[config.mk]
export PLATFORM = sky130hd
export DESIGN_NAME = dma_memoria
export DESIGN_NICKNAME = d
export VERILOG_FILES = /design/src/rtl/dma_memoria_pkg.sv /design/src/rtl/dma_memoria.sv
export SDC_FILE = /design/constraint.sdc
export NUM_CORES = 1
export LEC_CHECK = 0
export ABC_CLOCK_PERIOD_IN_PS = 3890
export CAP_MARGIN = 20
export CORE_MARGIN = 2
export CORE_UTILIZATION = 33
export CTS_BUF_LIST = sky130_fd_sc_hd__clkbuf_8 sky130_fd_sc_hd__clkbuf_16
export DETAILED_ROUTE_END_ITERATION = 10
export MAX_ROUTING_LAYER = met4
export SLEW_MARGIN = 25
export SYNTH_ARGS = -nofsm -noshare
export SYNTH_HDL_FRONTEND = slang
export SYNTH_SLANG_ARGS = --single-unit
[constraint.sdc]
create_clock -name clk -period 3.89 [get_ports clk]
set_input_delay 0.389 -clock clk [delete_from_list [all_inputs] [get_ports clk]]
set_output_delay 0.389 -clock clk [all_outputs]
set_load 0.05 [all_outputs]
[src/rtl/dma_memoria_pkg.sv]
// rtl/dma_memoria_pkg.sv - shared state encoding, mode constants and default widths for dma_memoria
package dma_memoria_pkg;

    localparam int LARGURA_DADO_PADRAO = 8;
    localparam int LARGURA_END_PADRAO  = 8;

    localparam logic MODO_COPIA    = 1'b0;
    localparam logic MODO_PREENCHE = 1'b1;

    typedef enum logic [1:0] {
        OCIOSO  = 2'd0,
        LEITURA = 2'd1,
        ESCRITA = 2'd2,
        FIM     = 2'd3
    } estado_t;

endpackage

[src/rtl/dma_memoria.sv]
// rtl/dma_memoria.sv - block copy / block fill initiator driving the single-port data memory
module dma_memoria
    import dma_memoria_pkg::*;
#(
    parameter int LARGURA_DADO = LARGURA_DADO_PADRAO,
    parameter int LARGURA_END  = LARGURA_END_PADRAO
) (
    input  logic                    clk,
    input  logic                    reset,
    input  logic                    start,
    input  logic                    modo,
    input  logic [LARGURA_END-1:0]  origem,
    input  logic [LARGURA_END-1:0]  destino,
    input  logic [LARGURA_END-1:0]  tamanho,
    input  logic [LARGURA_DADO-1:0] valorPreenchimento,
    output logic                    ocupado,
    output logic                    concluido,
    output logic                    writeEnable,
    output logic [LARGURA_END-1:0]  endereco,
    output logic [LARGURA_DADO-1:0] dadoEntrada,
    input  logic [LARGURA_DADO-1:0] dadoSaida
);

    estado_t                 estado;
    estado_t                 estado_prox;
    logic [LARGURA_END-1:0]  i;
    logic [LARGURA_END-1:0]  i_prox;
    logic [LARGURA_DADO-1:0] buffer;
    logic                    modo_r;
    logic [LARGURA_END-1:0]  origem_r;
    logic [LARGURA_END-1:0]  destino_r;
    logic [LARGURA_END-1:0]  tamanho_r;
    logic [LARGURA_DADO-1:0] valor_r;
    logic                    escreve;

    assign i_prox = i + LARGURA_END'(1);

    always_ff @(posedge clk) begin
        if (reset) begin
            estado    <= OCIOSO;
            i         <= '0;
            buffer    <= '0;
            modo_r    <= MODO_COPIA;
            origem_r  <= '0;
            destino_r <= '0;
            tamanho_r <= '0;
            valor_r   <= '0;
        end else begin
            estado <= estado_prox;
            case (estado)
                OCIOSO: begin
                    if (start) begin
                        modo_r    <= modo;
                        origem_r  <= origem;
                        destino_r <= destino;
                        tamanho_r <= tamanho;
                        valor_r   <= valorPreenchimento;
                        i         <= '0;
                    end
                end
                LEITURA: buffer <= dadoSaida;
                ESCRITA: i      <= i_prox;
                default: ;
            endcase
        end
    end

    always_comb begin
        estado_prox = estado;
        escreve     = 1'b0;
        endereco    = '0;
        dadoEntrada = '0;
        case (estado)
            OCIOSO: begin
                if (start) begin
                    if (tamanho == '0)
                        estado_prox = FIM;
                    else if (modo == MODO_PREENCHE)
                        estado_prox = ESCRITA;
                    else
                        estado_prox = LEITURA;
                end
            end
            LEITURA: begin
                endereco    = origem_r + i;
                estado_prox = ESCRITA;
            end
            ESCRITA: begin
                endereco    = destino_r + i;
                escreve     = 1'b1;
                dadoEntrada = (modo_r == MODO_PREENCHE) ? valor_r : buffer;
                // i_prox compares against the word count, so the last write is at i = tamanho-1
                if (i_prox == tamanho_r)
                    estado_prox = FIM;
                else if (modo_r == MODO_PREENCHE)
                    estado_prox = ESCRITA;
                else
                    estado_prox = LEITURA;
            end
            FIM: estado_prox = OCIOSO;
            default: estado_prox = OCIOSO;
        endcase
    end

    // Gating by reset keeps the memory untouched on the edge that aborts a transfer
    assign writeEnable = escreve & ~reset;
    assign ocupado     = (estado != OCIOSO);
    assign concluido   = (estado == FIM);

endmodule

* Yosys cells after proc, flatten, opt, wreduce, memory -nomap -nowiden *
Index checks and enable logic that the tools add are counted.

word-level totals
  bits in registers = 51
  bits in latches = 0
  RAM bits = 0
  bits in read-only memories = 0
  input port bits = 44
  output and inout port bits = 19
  logic and storage cells = 36
  memories kept = 0

operators by class
  $add $sub $neg = 3
  multipliers = 0
  divide/modulo/power cells = 0
  magnitude comparators = 0
  eq/ne operators = 5
  shifts and indexed selects = 0
  muxes and demuxes = 12
  bitwise operators = 2
  reductions and logical operators = 6

operators by type and width
  operator             number
  $pmux 8 s2           2
  $mux 8               3
  $add 8x8->8          2
  $mux 2               5
  $add 8x1->8 const B  1
  $eq 8x8->1           1
  $logic_not 8->1      1
  $pmux 2 s4           1
  $eq 2x2->1 const B   2
  $reduce_and 2->1     2
  $reduce_bool 2->1    2
  $eq 2x1->1 const B   1
  $logic_not 2->1      1
  $ne 2x2->1 const B   1
  $and 1x1->1          1
  $mux 1               1
  $not 1->1            1

* Logic depth before layout (Yosys ltp) *
  depth in word-level cells = 4
  mapped depth = 13
  gate-level depth less buffers = 11

* Worst setup path before layout *
Ideal clock, no wire load.

  path kind = reg-to-output
  start = register estado[0]
  end = output port endereco[4]
  arrival time = 3.305 ns
  data required time = 3.501 ns
  slack = 0.196 ns
  stages on the path, launching flop included = 13
  cells stage by stage = dfxtp_1 -> inv_1 -> ha_1 -> buf_2 -> buf_1 -> mux2_2 -> ha_1 -> inv_1 -> fa_1 -> nor2b_1 -> o21ai_1 -> a21boi_0 -> nor3b_1

on the way
  cells in the longest elaborated chain, start to end = 2

ends and longest elaborated chain
  element                                   RTL line           text
  from (decl)                               dma_memoria.sv:24  estado_t estado;
  from (signal assigned)                    dma_memoria.sv:49  estado <= estado_prox;
  $eq 2x2->1 or $eq 2x1->1 (tied branches)  dma_memoria.sv:73  case (estado)
  $pmux 8 s2 (*)                            dma_memoria.sv:73
  to (decl)                                 dma_memoria.sv:19  output logic [LARGURA_END-1:0] endereco,

Mark *: on every way between the ends. The rest lies on a longest branch, timed or not.

* Final worst setup path *
  start = register estado[0]
  end = output port endereco[6]

Same word-level chain as after synthesis.

==> impl_results.html <==
<table>
<tr><th>Metric</th><th>Value</th></tr>
<tr><th colspan="2">Logic synthesis</th></tr>
<tr><td>Post-synth cell types</td><td>42</td></tr>
<tr><td>Post-synth top area share</td><td>a little over a third</td></tr>
<tr><td>Largest cells by area after synthesis</td><td>dfxtp_1, nand2_1, a21oi_1</td></tr>
<tr><td>Syn Area/Cell</td><td>7.96 um2</td></tr>
<tr><td>Number of enable flip-flop cells after synthesis</td><td>0</td></tr>
<tr><td>Synthesized flop and latch total</td><td>51</td></tr>
<tr><td>Sequential cell area fraction in the yosys report</td><td>36.4%</td></tr>
<tr><td>Cell accounting for the most synthesized area</td><td>dfxtp_1</td></tr>
<tr><td>Async set-or-reset flop fraction in the synthesized netlist</td><td>0%</td></tr>
<tr><td>List of most frequent post-synthesis cells</td><td>nand2_1, dfxtp_1, a21oi_1, nor2_1, mux2i_1</td></tr>
<tr><td>Most instantiated library cell after synthesis</td><td>nand2_1</td></tr>
<tr><td>Yosys warning count</td><td>0</td></tr>
<tr><td>Mapped Area</td><td>2800 um2</td></tr>
<tr><td>Gate count after technology mapping</td><td>352</td></tr>
<tr><td>Post-synthesis net count</td><td>409</td></tr>
<tr><td>Most used flip-flop cell after synthesis</td><td>dfxtp_1</td></tr>
<tr><th colspan="2">Clocking</th></tr>
<tr><td>Postcts setup bufs</td><td>0</td></tr>
<tr><td>TritonCTS clock tree</td><td>done</td></tr>
<tr><td>Number of clock sinks seen by CTS</td><td>51</td></tr>
<tr><td>Deepest level of the CTS H-tree</td><td>2</td></tr>
<tr><td>Worst skew pair latency</td><td>between 0.3 and 0.4 ns</td></tr>
<tr><td>Number of hold buffers added after CTS</td><td>0</td></tr>
<tr><td>Total CTS buffers</td><td>5</td></tr>
<tr><td>Clock transition at the registers of the reported paths</td><td>~0.10 ns</td></tr>
<tr><td>Post-cts resize count</td><td>0</td></tr>
<tr><td>Clock root buffer</td><td>clkbuf_8</td></tr>
<tr><td>Maximum clock insertion buffer count</td><td>2</td></tr>
<tr><th colspan="2">STA</th></tr>
<tr><td>Final-report max-slew violation count</td><td>0</td></tr>
<tr><td>Worst Clk Skew</td><td>0.00704 ns</td></tr>
<tr><td>Final setup violation count</td><td>0</td></tr>
<tr><td>Post-route worst hold slack</td><td>between 0.4 and 0.5 ns</td></tr>
<tr><td>Transition time at the pin with the least slew margin</td><td>0.595 ns</td></tr>
<tr><td>Achievable clock frequency</td><td>287 MHz</td></tr>
<tr><td>Setup Total Neg Slack</td><td>0 ns</td></tr>
<tr><td>Final setup slack of the worst path</td><td>0.403 ns</td></tr>
<tr><td>Portion of the clock cycle consumed by the worst path in the final layout</td><td>roughly nine tenths</td></tr>
<tr><td>Final hold viol count</td><td>0</td></tr>
<tr><td>Crit path time final</td><td>3.49 ns</td></tr>
<tr><td>Relative slew slack</td><td>60.3%</td></tr>
<tr><td>RSZ-0062 raised after global routing</td><td>no</td></tr>
<tr><th colspan="2">Drt</th></tr>
<tr><td>Count of routing violations after the opening detailed-route iteration</td><td>between 200 and 250</td></tr>
<tr><td>Vias post-DR</td><td>2510</td></tr>
<tr><td>Antenna viol nets, final</td><td>0</td></tr>
<tr><td>Via/cell ratio</td><td>just under 5</td></tr>
<tr><td>Wire length per cell after detailed routing</td><td>13.5 um</td></tr>
<tr><td>First-pass detailed-route iteration total</td><td>4</td></tr>
<tr><td>DRC</td><td>0</td></tr>
<tr><td>Total routed wirelength</td><td>6.86 mm</td></tr>
<tr><th colspan="2">Setup path</th></tr>
<tr><td>Data arrival time of the critical path</td><td>between 3 and 4 ns</td></tr>
<tr><td>Slowest-stage cell, CP</td><td>dfxtp_1</td></tr>
<tr><td>Startpoint of the worst register-to-register path</td><td>estado[0]</td></tr>
<tr><td>Capture point of the worst reg-to-reg path</td><td>i[5]</td></tr>
<tr><td>Register-to-register setup slack</td><td>1.77 ns</td></tr>
<tr><td>Path depth of the worst reg2reg path</td><td>7</td></tr>
<tr><td>Kind of start point of the critical path</td><td>register</td></tr>
<tr><td>Number of buffer and inverter instances along the worst setup path</td><td>3</td></tr>
<tr><td>Cell-by-cell trace of the critical path</td><td>inv_1 &gt; ha_1 &gt; mux2_2 &gt; ha_1 &gt; inv_1 &gt; fa_1 &gt; nor2b_1 &gt; o21ai_1 &gt; a21boi_0 &gt; or3_1 &gt; nand3_1 &gt; buf_12</td></tr>
<tr><td>Critical path class</td><td>register to output port</td></tr>
<tr><td>Stage delay of the slowest cell on the critical path</td><td>0.40 ns</td></tr>
<tr><td>Cell type group with the largest total delay on the critical path</td><td>adder cells</td></tr>
<tr><td>Maximum fanout along the worst path</td><td>8</td></tr>
<tr><td>Data required time of the critical path</td><td>3.50 ns</td></tr>
<tr><td>Kind of capture point of the worst setup path</td><td>output port</td></tr>
<tr><th colspan="2">GRT</th></tr>
<tr><td>Pin count of the biggest net entering global routing</td><td>50</td></tr>
<tr><td>Initial antenna violation count</td><td>0</td></tr>
<tr><td>Via count of the first global-routing pass</td><td>2291</td></tr>
<tr><td>Tot GR Track Use</td><td>15.8%</td></tr>
<tr><td>Total global routing overflow</td><td>0</td></tr>
<tr><td>Wire length of the first global-routing pass</td><td>between 10 and 15 mm</td></tr>
<tr><th colspan="2">Power</th></tr>
<tr><td>Part of the power in combinational logic</td><td>46.6%</td></tr>
<tr><td>Total net switching power</td><td>0.765 mW</td></tr>
<tr><td>Static Leak</td><td>between 1 and 1.5 nW</td></tr>
<tr><td>Part of the power in the clock network</td><td>17.3%</td></tr>
<tr><td>Int Pwr</td><td>1.08 mW</td></tr>
<tr><td>Largest vdd supply drop</td><td>approximately 0.24 mV</td></tr>
<tr><td>Relative contribution of sequential cells to total power</td><td>36.1%</td></tr>
<tr><td>Power Density</td><td>510 nW/um2</td></tr>
<tr><td>Proportion of total power due to net switching</td><td>41.4%</td></tr>
<tr><th colspan="2">Final layout</th></tr>
<tr><td>Ratio of cells with drive above 1 in the final layout</td><td>8.40%</td></tr>
<tr><td>Count of nets after finishing</td><td>461</td></tr>
<tr><td>Area growth from synthesis to layout</td><td>29.4%</td></tr>
<tr><td>Number of antenna repair diodes</td><td>0</td></tr>
<tr><th colspan="2">Hold path</th></tr>
<tr><td>Worst hold start</td><td>origem_r[3]</td></tr>
<tr><td>Hold Path Cell Cnt</td><td>2</td></tr>
<tr><td>Endpoint of the worst hold path</td><td>origem_r[3]</td></tr>
<tr><td>Worst hold path class</td><td>register to register</td></tr>
<tr><th colspan="2">Placed design</th></tr>
<tr><td>Half-perimeter wire length after placement</td><td>5.11 mm</td></tr>
<tr><td>Post-Place Worst Slack</td><td>0.773 ns</td></tr>
<tr><td>Final weighted congestion in routability-driven placement</td><td>0.836</td></tr>
<tr><td>Number of buffers inserted by port buffering</td><td>62</td></tr>
<tr><th colspan="2">Floorplanning</th></tr>
<tr><td>Horizontal die dimension</td><td>96.1 um</td></tr>
<tr><td>Die Footprint</td><td>9240 um2</td></tr>
<tr><td>Die Height</td><td>96.1 um</td></tr>
<tr><td># IOs</td><td>63</td></tr>
<tr><td>FP Rows</td><td>33</td></tr>
<tr><td>Initial core utilization</td><td>34.1%</td></tr>
<tr><td>Core area</td><td>8220 um2</td></tr>
<tr><th colspan="2">Run</th></tr>
<tr><td>Max Cap Viol</td><td>0</td></tr>
<tr><th colspan="2">Status</th></tr>
<tr><td>Result of the run</td><td>completed</td></tr>
</table>
[flip-flops by register name (all words and copies together), names as in the netlist]
register / flops
buffer: 8
valor_r: 8
destino_r: 8
estado: 2
i: 8
tamanho_r: 8
modo_r: 1
origem_r: 8
[power by group through the flow]
stage / clock [mW] / combinational, mW / sequential, mW
2_1_floorplan: 0 / 0.620 / 0.653
3_3_place_gp: 0 / 0.860 / 0.678
3_5_place_dp: 0 / 0.867 / 0.680
4_1_cts: 0.333 / 0.871 / 0.667
5_1_grt: 0.352 / 0.945 / 0.678
6_report: 0.320 / 0.861 / 0.668
[worst max-delay path by stage]
| stage | startpoint | endpoint | slack (ns) | cells past startpoint |
|---|---|---|---|---|
| final | estado[0] | endereco[6] | 0.40 | 12 |
| after CTS | estado[0] | endereco[6] | 0.42 | 12 |
| after detailed placement | estado[0] | endereco[6] | 0.77 | 12 |
| after global placement | estado[0] | endereco[7] | 0.89 | 10 |
| after floorplan | estado[0] | endereco[4] | 0.20 | 12 |
| after global routing | estado[0] | endereco[6] | 0.15 | 12 |
[metrics by stage]
| step | power, mW | instance area, um2 | utilization (%) | std cells |
|---|---|---|---|---|
| 6_report | 1.85 | 3620 | 44.1 | 510 |
| 3_5_place_dp | 1.55 | 3530 | 43.0 | 502 |
| 4_1_cts | 1.87 | 3620 | 44.1 | 510 |
| 2_1_floorplan | 1.27 | 2800 | - | 352 |
| 3_3_place_gp | 1.54 | 3530 | 43.0 | 502 |
| 5_1_grt | 1.97 | 3620 | 44.1 | 510 |
[layer usage]
metal	share of wire, %	routed length, um	global-route usage, %
met5	0	0	-
met4	0.82	56	3.21
met3	2.9	198	2.19
met2	48	3290	24.6
met1	48	3320	21.8
[final cells by class]
class	instances	area (um2)
inverters	11	41.3
flip-flops and latches	51	1020
repair buffers	66	683
well taps	105	131
fillers	833	4590
multi-input cells	269	1650
clock buffers	5	68.8
clock inverters	3	26.3
[cell usage in the layout (no fill, tap or decap), types with 5 or more instances in the layout]
| master | Yosys | final |
|---|---|---|
| inv_1 | 11 | 11 |
| ha_1 | 12 | 12 |
| buf_4 | 0 | 7 |
| a31oi_1 | 5 | 5 |
| mux2_2 | 9 | 9 |
| xnor2_1 | 11 | 11 |
| o21ai_0 | 9 | 9 |
| and2_1 | 6 | 6 |
| dfxtp_1 | 51 | 51 |
| nor2b_1 | 13 | 13 |
| clkbuf_8 | 0 | 5 |
| a21oi_1 | 38 | 38 |
| mux2i_1 | 17 | 17 |
| nor3_1 | 7 | 7 |
| nor2_1 | 22 | 22 |
| nand2_1 | 79 | 79 |
| clkdlybuf4s50_1 | 0 | 55 |
[worst min-delay path, stage by stage, from the launching register on]
cell     delay, ns
dfxtp_1       0.32
nand2_1       0.05
a21oi_1       0.05
[logic make-up (layout without fill, tap and decap cells)]
logic type               Yosys count  in the layout  synth area share, %
AND/OR/NAND/NOR                  147            147                 24.5
AO/OA/AOI/OAI                     69             69                 14.3
flip-flops                        51             51                 36.4
buffers and inverters             32             85                 4.56
multiplexers                      26             26                 9.69
XOR/XNOR                          14             14                 4.38
adder cells (fa/ha/maj)           13             13                 6.07
No activity file was read; power rests on OpenSTA's default activity.
